--- src/rtl/ncl_count_sequencer.sv ---
// ncl_count_sequencer
//
// Clocked controller for an NCL dual-rail ripple counter made of WIDTH chained
// digit rings. It drives the NCL init line and injects increment wavefronts
// (DATA then NULL) on digit 0's carry input. It closes the sum and top-carry
// completion handshakes, and presents the settled count as a synchronous
// binary value.
//
// Parameters
//   WIDTH        number of digit rings (binary count width)
//   INIT_CYCLES  clocks ncl_init stays high after reset or a clear command
//   WD_CYCLES    per-phase watchdog limit (only with NCL_SEQ_WATCHDOG_EN)
//
// Ports
//   clk             sole clock
//   init_n          synchronous active-low reset
//   cmd_valid       host requests a count burst
//   cmd_ready       high only in IDLE
//   cmd_incs[15:0]  increments to inject (0 = no-op)
//   cmd_clear       with cmd_valid: reinitialise the chain instead of counting
//   ncl_init        active-high NCL init to every digit ring
//   carryin[1:0]    dual-rail carry into digit 0 ([1]=true, [0]=false)
//   carryin_comp    async completion from digit 0
//   sum_rails       async dual-rail sums, digit i on [2i+1:2i]
//   sum_comp        completion broadcast to every digit's sumCOMP
//   msb_carry[1:0]  async dual-rail carry out of the top digit
//   msb_carry_comp  completion back to the top digit
//   count_value     last captured count
//   value_valid     one-cycle pulse on each capture
//   busy            high whenever not in IDLE
//   overflow        sticky, set by a true carry out of the top digit
//   wd_err          sticky watchdog flag
//
// Build option
//   NCL_SEQ_WATCHDOG_EN  when defined, a per-phase watchdog in DATA, NULL and
//                        DRAIN sets wd_err and forces INIT; when undefined
//                        wd_err is tied low and stalls wait indefinitely.

module ncl_count_sequencer #(
    parameter int WIDTH       = 32,
    parameter int INIT_CYCLES = 4,
    parameter int WD_CYCLES   = 1024
) (
    input  logic               clk,
    input  logic               init_n,
    input  logic               cmd_valid,
    output logic               cmd_ready,
    input  logic [15:0]        cmd_incs,
    input  logic               cmd_clear,
    output logic               ncl_init,
    output logic [1:0]         carryin,
    input  logic               carryin_comp,
    input  logic [2*WIDTH-1:0] sum_rails,
    output logic               sum_comp,
    input  logic [1:0]         msb_carry,
    output logic               msb_carry_comp,
    output logic [WIDTH-1:0]   count_value,
    output logic               value_valid,
    output logic               busy,
    output logic               overflow,
    output logic               wd_err
);

    localparam int INIT_W = (INIT_CYCLES < 1) ? 1 : $clog2(INIT_CYCLES + 1);
    localparam logic [INIT_W-1:0] INIT_LAST = INIT_W'(INIT_CYCLES);

    typedef enum logic [2:0] {
        ST_INIT  = 3'd0,
        ST_IDLE  = 3'd1,
        ST_DATA  = 3'd2,
        ST_NULL  = 3'd3,
        ST_DRAIN = 3'd4
    } state_t;

    state_t              state_r;
    logic [INIT_W-1:0]   init_cnt_r;
    logic [15:0]         remaining_r;

    logic                comp_meta_r;
    logic                comp_sync_r;
    logic [2*WIDTH-1:0]  sum_meta_r;
    logic [2*WIDTH-1:0]  sum_sync_r;
    logic [2*WIDTH-1:0]  sum_prev_r;
    logic [1:0]          msb_meta_r;
    logic [1:0]          msb_sync_r;

    logic                all_data_s;
    logic                all_null_s;
    logic                capture_s;
    logic                init_exit_s;
    logic                msb_onehot_s;
    logic                wait_s;
    logic                adv_s;

    // Every pair is exactly one-hot; an illegal 11 pair fails this test.
    function automatic logic rails_all_data(input logic [2*WIDTH-1:0] r);
        logic ok;
        ok = 1'b1;
        for (int i = 0; i < WIDTH; i++) begin
            ok = ok & (r[2*i+1] ^ r[2*i]);
        end
        return ok;
    endfunction

    // Binary value carried by the true rails.
    function automatic logic [WIDTH-1:0] rails_true(input logic [2*WIDTH-1:0] r);
        logic [WIDTH-1:0] v;
        v = '0;
        for (int i = 0; i < WIDTH; i++) begin
            v[i] = r[2*i+1];
        end
        return v;
    endfunction

`ifdef NCL_SEQ_WATCHDOG_EN
    localparam int WD_W = (WD_CYCLES < 2) ? 1 : $clog2(WD_CYCLES);
    localparam logic [WD_W-1:0] WD_LAST = WD_W'(WD_CYCLES - 1);
    logic [WD_W-1:0] wd_cnt_r;
    logic            wd_err_r;
    assign wd_err = wd_err_r;
`else
    assign wd_err = 1'b0;
`endif

    // A full wavefront must be seen identically on two consecutive synced samples.
    assign all_data_s   = rails_all_data(sum_sync_r) && rails_all_data(sum_prev_r) &&
                          (sum_sync_r == sum_prev_r);
    assign all_null_s   = (sum_sync_r == '0) && (sum_prev_r == '0);
    assign capture_s    = all_data_s && !sum_comp;
    assign init_exit_s  = (state_r == ST_INIT) && (init_cnt_r == INIT_LAST);
    assign msb_onehot_s = msb_sync_r[1] ^ msb_sync_r[0];

    // Phase-advance condition for each waiting state (also feeds the watchdog).
    always_comb begin
        wait_s = 1'b0;
        adv_s  = 1'b0;
        case (state_r)
            ST_DATA: begin
                wait_s = 1'b1;
                adv_s  = comp_sync_r;
            end
            ST_NULL: begin
                wait_s = 1'b1;
                adv_s  = !comp_sync_r;
            end
            ST_DRAIN: begin
                wait_s = 1'b1;
                adv_s  = !sum_comp && all_null_s;
            end
            default: begin
                wait_s = 1'b0;
                adv_s  = 1'b0;
            end
        endcase
    end

    // Two-flop synchronisers for every asynchronous input, plus one extra
    // sum sample used for the stability check.
    always_ff @(posedge clk) begin
        if (!init_n) begin
            comp_meta_r <= 1'b0;
            comp_sync_r <= 1'b0;
            sum_meta_r  <= '0;
            sum_sync_r  <= '0;
            sum_prev_r  <= '0;
            msb_meta_r  <= 2'b00;
            msb_sync_r  <= 2'b00;
        end else begin
            comp_meta_r <= carryin_comp;
            comp_sync_r <= comp_meta_r;
            sum_meta_r  <= sum_rails;
            sum_sync_r  <= sum_meta_r;
            sum_prev_r  <= sum_sync_r;
            msb_meta_r  <= msb_carry;
            msb_sync_r  <= msb_meta_r;
        end
    end

    // Sum handshake and count capture; leaving INIT zeroes the count.
    always_ff @(posedge clk) begin
        if (!init_n) begin
            sum_comp    <= 1'b0;
            count_value <= '0;
            value_valid <= 1'b0;
        end else begin
            if (capture_s) begin
                sum_comp <= 1'b1;
            end else if (all_null_s) begin
                sum_comp <= 1'b0;
            end else begin
                sum_comp <= sum_comp;
            end

            if (init_exit_s) begin
                count_value <= '0;
            end else if (capture_s) begin
                count_value <= rails_true(sum_sync_r);
            end else begin
                count_value <= count_value;
            end

            value_valid <= capture_s && !init_exit_s;
        end
    end

    // Top-digit carry handshake and sticky overflow.
    always_ff @(posedge clk) begin
        if (!init_n) begin
            msb_carry_comp <= 1'b0;
            overflow       <= 1'b0;
        end else begin
            if (msb_onehot_s) begin
                msb_carry_comp <= 1'b1;
            end else if (msb_sync_r == 2'b00) begin
                msb_carry_comp <= 1'b0;
            end else begin
                msb_carry_comp <= msb_carry_comp;
            end

            if (init_exit_s) begin
                overflow <= 1'b0;
            end else if (msb_onehot_s && msb_sync_r[1]) begin
                overflow <= 1'b1;
            end else begin
                overflow <= overflow;
            end
        end
    end

    // Main sequencer: init hold, command intake, DATA/NULL injection, drain.
    always_ff @(posedge clk) begin
        if (!init_n) begin
            state_r     <= ST_INIT;
            init_cnt_r  <= '0;
            remaining_r <= 16'd0;
            ncl_init    <= 1'b1;
            carryin     <= 2'b00;
            cmd_ready   <= 1'b0;
            busy        <= 1'b1;
`ifdef NCL_SEQ_WATCHDOG_EN
            wd_cnt_r    <= '0;
            wd_err_r    <= 1'b0;
`endif
        end else begin
            case (state_r)
                ST_INIT: begin
                    carryin <= 2'b00;
                    if (init_exit_s) begin
                        state_r   <= ST_IDLE;
                        ncl_init  <= 1'b0;
                        cmd_ready <= 1'b1;
                        busy      <= 1'b0;
                    end else begin
                        init_cnt_r <= init_cnt_r + INIT_W'(1);
                        ncl_init   <= 1'b1;
                        cmd_ready  <= 1'b0;
                        busy       <= 1'b1;
                    end
                end
                ST_IDLE: begin
                    if (cmd_valid && cmd_clear) begin
                        // Counting starts at 1 so ncl_init is high for exactly INIT_CYCLES.
                        state_r    <= ST_INIT;
                        init_cnt_r <= INIT_W'(1);
                        ncl_init   <= 1'b1;
                        carryin    <= 2'b00;
                        cmd_ready  <= 1'b0;
                        busy       <= 1'b1;
                    end else if (cmd_valid && (cmd_incs != 16'd0)) begin
                        state_r     <= ST_DATA;
                        remaining_r <= cmd_incs;
                        carryin     <= 2'b10;
                        cmd_ready   <= 1'b0;
                        busy        <= 1'b1;
                    end else begin
                        state_r <= ST_IDLE;
                    end
                end
                ST_DATA: begin
                    if (adv_s) begin
                        state_r <= ST_NULL;
                        carryin <= 2'b00;
                    end else begin
                        carryin <= 2'b10;
                    end
                end
                ST_NULL: begin
                    if (adv_s) begin
                        remaining_r <= remaining_r - 16'd1;
                        if (remaining_r == 16'd1) begin
                            state_r <= ST_DRAIN;
                            carryin <= 2'b00;
                        end else begin
                            state_r <= ST_DATA;
                            carryin <= 2'b10;
                        end
                    end else begin
                        carryin <= 2'b00;
                    end
                end
                ST_DRAIN: begin
                    if (adv_s) begin
                        state_r   <= ST_IDLE;
                        cmd_ready <= 1'b1;
                        busy      <= 1'b0;
                    end else begin
                        state_r <= ST_DRAIN;
                    end
                end
                default: begin
                    state_r    <= ST_INIT;
                    init_cnt_r <= INIT_W'(1);
                    ncl_init   <= 1'b1;
                    carryin    <= 2'b00;
                    cmd_ready  <= 1'b0;
                    busy       <= 1'b1;
                end
            endcase

`ifdef NCL_SEQ_WATCHDOG_EN
            // A phase that fails to advance for WD_CYCLES clocks forces INIT.
            if (wait_s && !adv_s) begin
                if (wd_cnt_r == WD_LAST) begin
                    wd_cnt_r   <= '0;
                    wd_err_r   <= 1'b1;
                    state_r    <= ST_INIT;
                    init_cnt_r <= INIT_W'(1);
                    ncl_init   <= 1'b1;
                    carryin    <= 2'b00;
                    cmd_ready  <= 1'b0;
                    busy       <= 1'b1;
                end else begin
                    wd_cnt_r <= wd_cnt_r + WD_W'(1);
                end
            end else begin
                wd_cnt_r <= '0;
            end
`endif
        end
    end

endmodule

--- config.mk ---
export PLATFORM = sky130hd
export DESIGN_NAME = ncl_count_sequencer
export DESIGN_NICKNAME = d
export VERILOG_FILES = /design/src/rtl/ncl_count_sequencer.sv
export SDC_FILE = /design/constraint.sdc
export NUM_CORES = 1
export LEC_CHECK = 0
export ABC_AREA = 1
export ABC_CLOCK_PERIOD_IN_PS = 1950
export BUFFER_PORTS_ARGS = -buffer_cell sky130_fd_sc_hd__buf_2
export CAP_MARGIN = 10
export CORE_ASPECT_RATIO = 1.75
export CORE_MARGIN = 2
export CORE_UTILIZATION = 59
export DETAILED_ROUTE_END_ITERATION = 6
export PLACE_DENSITY = 0.8
export SETUP_SLACK_MARGIN = 0.3
export SLEW_MARGIN = 10
export SYNTH_ARGS = -nofsm -noshare
export SYNTH_HDL_FRONTEND = slang
export SYNTH_SLANG_ARGS = --single-unit
--- constraint.sdc ---
create_clock -name clk -period 1.95 [get_ports clk]
set_input_delay 0.195 -clock clk [delete_from_list [all_inputs] [get_ports clk]]
set_output_delay 0.195 -clock clk [all_outputs]
set_load 0.005 [all_outputs]
==> results of run 1 <==
## layout make-up
cell class / instances / area share (%)
Multi-Input combinational cell: 887 / 31.7
Timing Repair Buffer: 293 / 14.7
Clock inverter: 12 / 1.02
Inverter: 439 / 10.9
Tap cell: 241 / 1.99
Clock buffer: 31 / 4.55
Sequential cell: 260 / 35.1
## synthesized netlist by cell type
library cell,n
nand2_1,471
inv_1,409
dfxtp_1,260
nor2_1,143
ha_1,70
nand4_1,61
inv_2,30
clkbuf_1,26
a21oi_1,25
o21ai_0,24
nand3_1,23
o21ai_1,22
buf_2,13
o22ai_1,10
xor2_1,9
nor3_1,5
buf_1,4
xnor2_1,4
buf_6,3
nand3b_1,3
buf_4,2
nor2_2,2
nor2_4,2
or2_2,2
a31oi_1,1
and2_1,1
and3_1,1
conb_1,1
nand3_4,1
nor4_1,1
o2111ai_1,1
o21bai_1,1
o31ai_1,1
o32ai_1,1
## cell families after synthesis
kind of cell             after synthesis
XOR/XNOR                              13
buffers and inverters                487
AND/OR/NAND/NOR                      716
adder cells (fa/ha/maj)               70
other                                  1
AO/OA/AOI/OAI                         86
flip-flops                           260
## per-layer routing
layer	track usage (%)	share of wire [%]	vias to the layer above
li1	-	-	5333
met1	31.2	36	4649
met2	59.0	54	314
met3	3.32	3.8	113
met4	16.7	6.4	0
met5	0	0	-
## power by group through the flow
stage	Combinational (mW)	Clock [mW]	Sequential, mW
global placement	2.23	0	5.91
CTS	2.48	5.00	5.81
global route	3.12	5.23	5.88
finish	2.80	4.96	5.85
floorplan	1.49	0	5.89
detailed placement	2.26	0	5.92
## layout by cell type, fill, tap and decap left out, types with 11 or more instances in the layout
cell type	n
nand2_1	451
inv_1	376
dfxtp_1	183
buf_2	125
nor2_1	120
buf_4	84
dfxtp_2	73
dlygate4sd3_1	68
inv_2	63
nand4_1	61
ha_1	52
clkbuf_16	28
o21ai_1	26
a21oi_1	22
nand3_1	20
o21ai_0	19
nand2_2	17
nor2_2	16
ha_4	13
nor2_4	11
## how the worst max path moves through the flow
stage	startpoint	end	slack, ns
floorplan	sum_sync_r[57]	count_value[24]	0.28
global placement	sum_sync_r[52]	count_value[13]	-0.02
detailed placement	sum_sync_r[52]	count_value[11]	-0.07
CTS	sum_sync_r[51]	count_value[25]	-0.04
global route	sum_sync_r[4]	count_value[12]	-0.19
finish	sum_sync_r[51]	count_value[15]	-0.10
## metrics by stage
step / area [um2] / setup TNS [ns] / hold slack, ns
floorplan: 11600 / 0 / 0.293
global placement: 12900 / -0.166 / 0.374
detailed placement: 12900 / -1.35 / 0.379
CTS: 14700 / -0.385 / 0.0249
global route: 15100 / -5.28 / 0.0708
finish: 15100 / -2.30 / 0.0243
## flip-flops by register name, indices dropped and copies added, names as in the netlist
name / cells
sum_meta_r: 64
sum_prev_r: 64
sum_sync_r: 64
count_value: 32
remaining_r: 16
init_cnt_r: 3
state_r: 3
msb_meta_r: 2
msb_sync_r: 2
busy: 1
carryin: 1
cmd_ready: 1
comp_meta_r: 1
comp_sync_r: 1
msb_carry_comp: 1
ncl_init: 1
overflow: 1
sum_comp: 1
value_valid: 1
## repair_timing
| item | CTS | global route |
|---|---|---|
| gates resized for setup | 67 | 94 |
| pin swaps | 29 | 45 |
| hold buffers | 68 | 0 |
| endpoints found under the setup margin | 45 | 56 |
| setup buffers | 14 | 6 |
| hold endpoints to repair | 68 | 0 |
| cloned | 0 | 5 |
## critical path, delay by kind of cell (launching register included)
family / cells / cell delay (ns)
AND/OR/NAND/NOR: 9 / 0.96
adder cells (fa/ha/maj): 1 / 0.25
flip-flops: 1 / 0.37
buffers and inverters: 3 / 0.35
==> impl_metrics.ini, run 1 <==
[sta]
fin_skew_ns = 0.0136
relSlewSlack_pct = 65.1
finalCritPeriodShare_pct = 105
fmax_mhz = 487
drv_slew = 0
setup_violations = 32
fin_ws_ns = -0.105
fin_crit_ns = 2.05
hold_violations = 0
rsz0062_at_grt = true
worst_slew_pin_slew_ns = 0.523

[cts]
cts_tree = built
clk-insertion-delay-late_ns = 0.53
clk_pin_slew_ns = 0.06
htree_levels = 1
clockBufferDepth = 3
cts_inserted_buffers = 24
clock-sinks = 260
cts_root_buffer = clkbuf_16

[setup_path]
worstSetupStartpointType = flip-flop
cp_slowest_cell = dfxtp_2
crit_type = reg -> reg
r2r_end = count_value[15]
crit_top_cell = nand2_1
rrSetupSlack_ns = -0.10
rr_startpoint = sum_sync_r[51]
slowest_delay_ns = 0.37
arrival_ns = 2.47
end_kind = flip-flop
crit_fanout = 8
path_cells = inv_2 > ha_4 > nand4_1 > nor2_2 > nand2_1 > nor2_1 > nand2_1 > nor2_4 > buf_12 > clkbuf_16 > nand4_1 > nand2_1 > nor2_1
cp_data_required_time_ns = 2.36
reg2regPathDepth = 13

[placed_design]
portBuffers = 126
dp_slack_ns = -0.0698
gp_congestion = 0.997
dp_cells = 2027
hpwl_um = 22400

[power_and_ir_drop]
power_frac_comb_pct = 20.6
swShare_pct = 28.7
p_clk_share_pct = 36.5
intPower_mw = 9.71
vdd_drop_max_uv = 913
pwr-share-seq_pct = 43.0
switchingPower_mw = 3.90
power_mw = 13.6
p_leak_nw = 8.35
p_per_area_nw_per_um2 = 900

[synthesis]
synthTopCellsByArea = dfxtp_1 45%, nand2_1 15%, inv_1 13%
ys_seq_area_share_pct = 45.4
synth_cell_types = 34
synth_adder_area_share_pct = 7.64
netlist_area_um2 = 11500
synth_xor_area_share_pct = 0.993
yosys.area.top_type_share_pct = 45.4
synthSimpleGateAreaFrac_pct = 25.6
yosysTopAreaCell = dfxtp_1
synth.avg_cell_area_um2 = 7.02
synth_mux_area_share_pct = 0
synth_top_family_by_area = simple AND/OR/NAND/NOR gates
syn-instance-count = 1633
synth_compound_area_share_pct = 3.98
yosysWarnings = 0
ys_ff_latch = 260

[layout]
area_delta_synth_final_pct = 31.9
utilization_pct = 79.1
antennaDiodeCount = 0
fillCellCount = 1332
multi_input_area_um2 = 4790
fin_nets = 2062
stdcell_count = 2163
drive_above_1_share_pct = 25.2
seq_area_um2 = 5310

[grt]
grt_first_pass_wirelength_um = 49300
grt_use_total_pct = 30.8
antenna_found_initial = 0
grt_max_degree = 90
grt_pass1_vias = 10442
overflow = 0

[floorplan]
fp.dieH_um = 188
ios = 129
start_util_pct = 60.0
dieArea_um2 = 20600
dieWidth_um = 109
rows = 67
core_um2 = 19100

[run_status]
status = finished with violations
violations = setup timing

[flow_run]
maxCapViolations = 0

[min_path]
hp-class = in -> reg
hold_end = remaining_r[2]
min_from = cmd_incs[2]
hold_depth = 5

[drt]
drt.antenna.violating_nets = 0
routed_via_density = 4.81
drt-total-wl_um = 32800
drt_pass1_iterations = 5
post_drt_wl_per_cell_um = 15.1
drc = 0
initialDrtViolationCount = 707
num_vias = 10409
Power figures use the tool's default switching activity.
==> run 2, diff against run 1 <==
CORE_UTILIZATION = 45   (was 59)
PLACE_DENSITY = default   (was 0.8)
==> impl_metrics.ini, run 2 (synthesis results as in run 1) <==
[drt]
drt-total-wl_um = 31200
routed_via_density = 4.51
initialDrtViolationCount = 400
drc = 0
drt_pass1_iterations = 4
num_vias = 10253
drt.antenna.violating_nets = 0
post_drt_wl_per_cell_um = 13.7

[sta]
rsz0062_at_grt = true
hold_violations = 0
timing.hold.ws_ns = 0.0287
drv_slew = 0
fin_crit_ns = 2.15
relSlewSlack_pct = 62.7
fin_ws_ns = -0.198
setup_violations = 33
finalCritPeriodShare_pct = 110
setup_tns_ns = -4.13
fmax_mhz = 466
fin_skew_ns = 0.0163
worst_slew_pin_slew_ns = 0.558

[setup_path]
end_kind = flip-flop
reg2regPathDepth = 14
cp_data_required_time_ns = 2.38
crit_top_cell = nand2_1
arrival_ns = 2.58
endpoint = count_value[22]
cp_slowest_cell = dfxtp_1
r2r_end = count_value[22]
rrSetupSlack_ns = -0.20
crit_buf_inv = 4
path_cells = inv_2 > ha_1 > nand4_1 > nor2_1 > nand2_1 > nor2_1 > nand2_1 > nor2_4 > buf_12 > buf_12 > buf_16 > nand4_1 > nand2_1 > nor2_2
crit_type = reg -> reg
cp.depth = 14
slowest_delay_ns = 0.40
crit_start = sum_sync_r[1]
crit_fanout = 8
crit_family = simple AND/OR/NAND/NOR gates
rr_startpoint = sum_sync_r[1]
worstSetupStartpointType = flip-flop

[floorplan]
dieArea_um2 = 26800
dieWidth_um = 125
core_um2 = 25100
rows = 77
start_util_pct = 45.6
fp.dieH_um = 215
ios = 129

[placed_design]
portBuffers = 126
dpl_cell_area_um2 = 13100
dp_cells = 2113
hpwl_um = 23000
gp_congestion = 0.937

[run_status]
status = finished with violations
violations = setup timing

[layout]
drive_above_1_share_pct = 27.7
mostFrequentLayoutCells = 442 x nand2_1, 357 x inv_1, 190 x dfxtp_1, 125 x buf_2, 116 x nor2_1
stdcell_count = 2272
fillCellCount = 2300
fin_nets = 2096
area_delta_synth_final_pct = 36.5
antennaDiodeCount = 0
multi_input_area_um2 = 4870
seq_area_um2 = 5310
mostFrequentLayoutCell = nand2_1
fin_area_um2 = 15600
reg_top3 = sum_meta_r (64), sum_prev_r (64), sum_sync_r (64)

[cts]
cts_inserted_buffers = 24
clk_pin_slew_ns = 0.07
clockBufferDepth = 3
cts_root_buffer = clkbuf_16
clock-sinks = 260
cts_tree = built
clk-insertion-delay-late_ns = 0.53
htree_levels = 1

[flow_run]
maxCapViolations = 0

[power_and_ir_drop]
power_mw = 13.5
p_per_area_nw_per_um2 = 864
pwr-share-seq_pct = 43.1
swShare_pct = 28.4
intPower_mw = 9.67
p_leak_nw = 8.53
power_frac_comb_pct = 20.4
p_clk_share_pct = 36.4
switchingPower_mw = 3.85
vdd_drop_max_uv = 630

[grt]
antenna_found_initial = 0
grt_max_degree = 71
grt_first_pass_wirelength_um = 48700
grt_pass1_vias = 10106
grt_use_total_pct = 22.5
overflow = 0

[min_path]
hp-class = in -> reg
min_from = cmd_incs[2]
==> run 2: power by group through the flow <==
stage | clock network [mW] | registers (mW) | logic, mW
2_1_floorplan | 0 | 5.89 | 1.49
3_3_place_gp | 0 | 5.92 | 2.26
3_5_place_dp | 0 | 5.93 | 2.29
4_1_cts | 5.04 | 5.81 | 2.49
5_1_grt | 5.25 | 5.86 | 3.11
6_report | 4.92 | 5.83 | 2.76
==> run 2: layout make-up <==
| type | count | area share, % |
|---|---|---|
| inverter | 439 | 10.6 |
| multi-input combinational | 887 | 31.1 |
| tap | 316 | 2.53 |
| clock inverter | 12 | 0.920 |
| clock buffer | 31 | 4.33 |
| timing repair buffer | 327 | 16.5 |
| sequential | 260 | 33.9 |
==> run 2: metal layers <==
| metal | share of wire (%) | vias up | track usage [%] |
|---|---|---|---|
| met2 | 53 | 216 | 42.8 |
| met5 | 0 | - | 0 |
| li1 | - | 5400 | - |
| met1 | 38 | 4545 | 23.6 |
| met3 | 2.9 | 92 | 2.12 |
| met4 | 6.2 | 0 | 13.6 |
==> run 2: through the flow <==
stage	setup slack, ns	util, %
after global routing	-0.252	62.2
after global placement	-0.0849	52.1
after detailed placement	-0.123	52.1
final	-0.198	62.2
after CTS	-0.0740	59.8
after floorplan	0.281	-
==> run 2: worst min path at each step <==
stage          slack [ns]        endpoint  cells after the start
6_report             0.03  remaining_r[2]                      5
3_5_place_dp         0.38  sum_meta_r[50]                      3
2_1_floorplan        0.29     comp_meta_r                      2
5_1_grt              0.08  remaining_r[3]                      5
4_1_cts              0.01  remaining_r[2]                      5
3_3_place_gp         0.37   msb_meta_r[0]                      3
==> run 2: timing repair <==
action | in CTS | in global routing
buffers inserted | 18 | 17
hold buffers | 76 | 0
endpoints found under the hold margin | 68 | 0
pin swaps | 30 | 39
gates resized for setup | 62 | 150
setup endpoints to repair | 52 | 57
cloned | 2 | 3
==> run 2: worst register-to-register path, cell delays in order (launching register included) <==
cell and delay [ns]:
dfxtp_1 0.40, inv_2 0.05, ha_1 0.30, nand4_1 0.12
nor2_1 0.12, nand2_1 0.07, nor2_1 0.10, nand2_1 0.09
nor2_4 0.17, buf_12 0.13, buf_12 0.09, buf_16 0.12
nand4_1 0.12, nand2_1 0.12, nor2_2 0.05
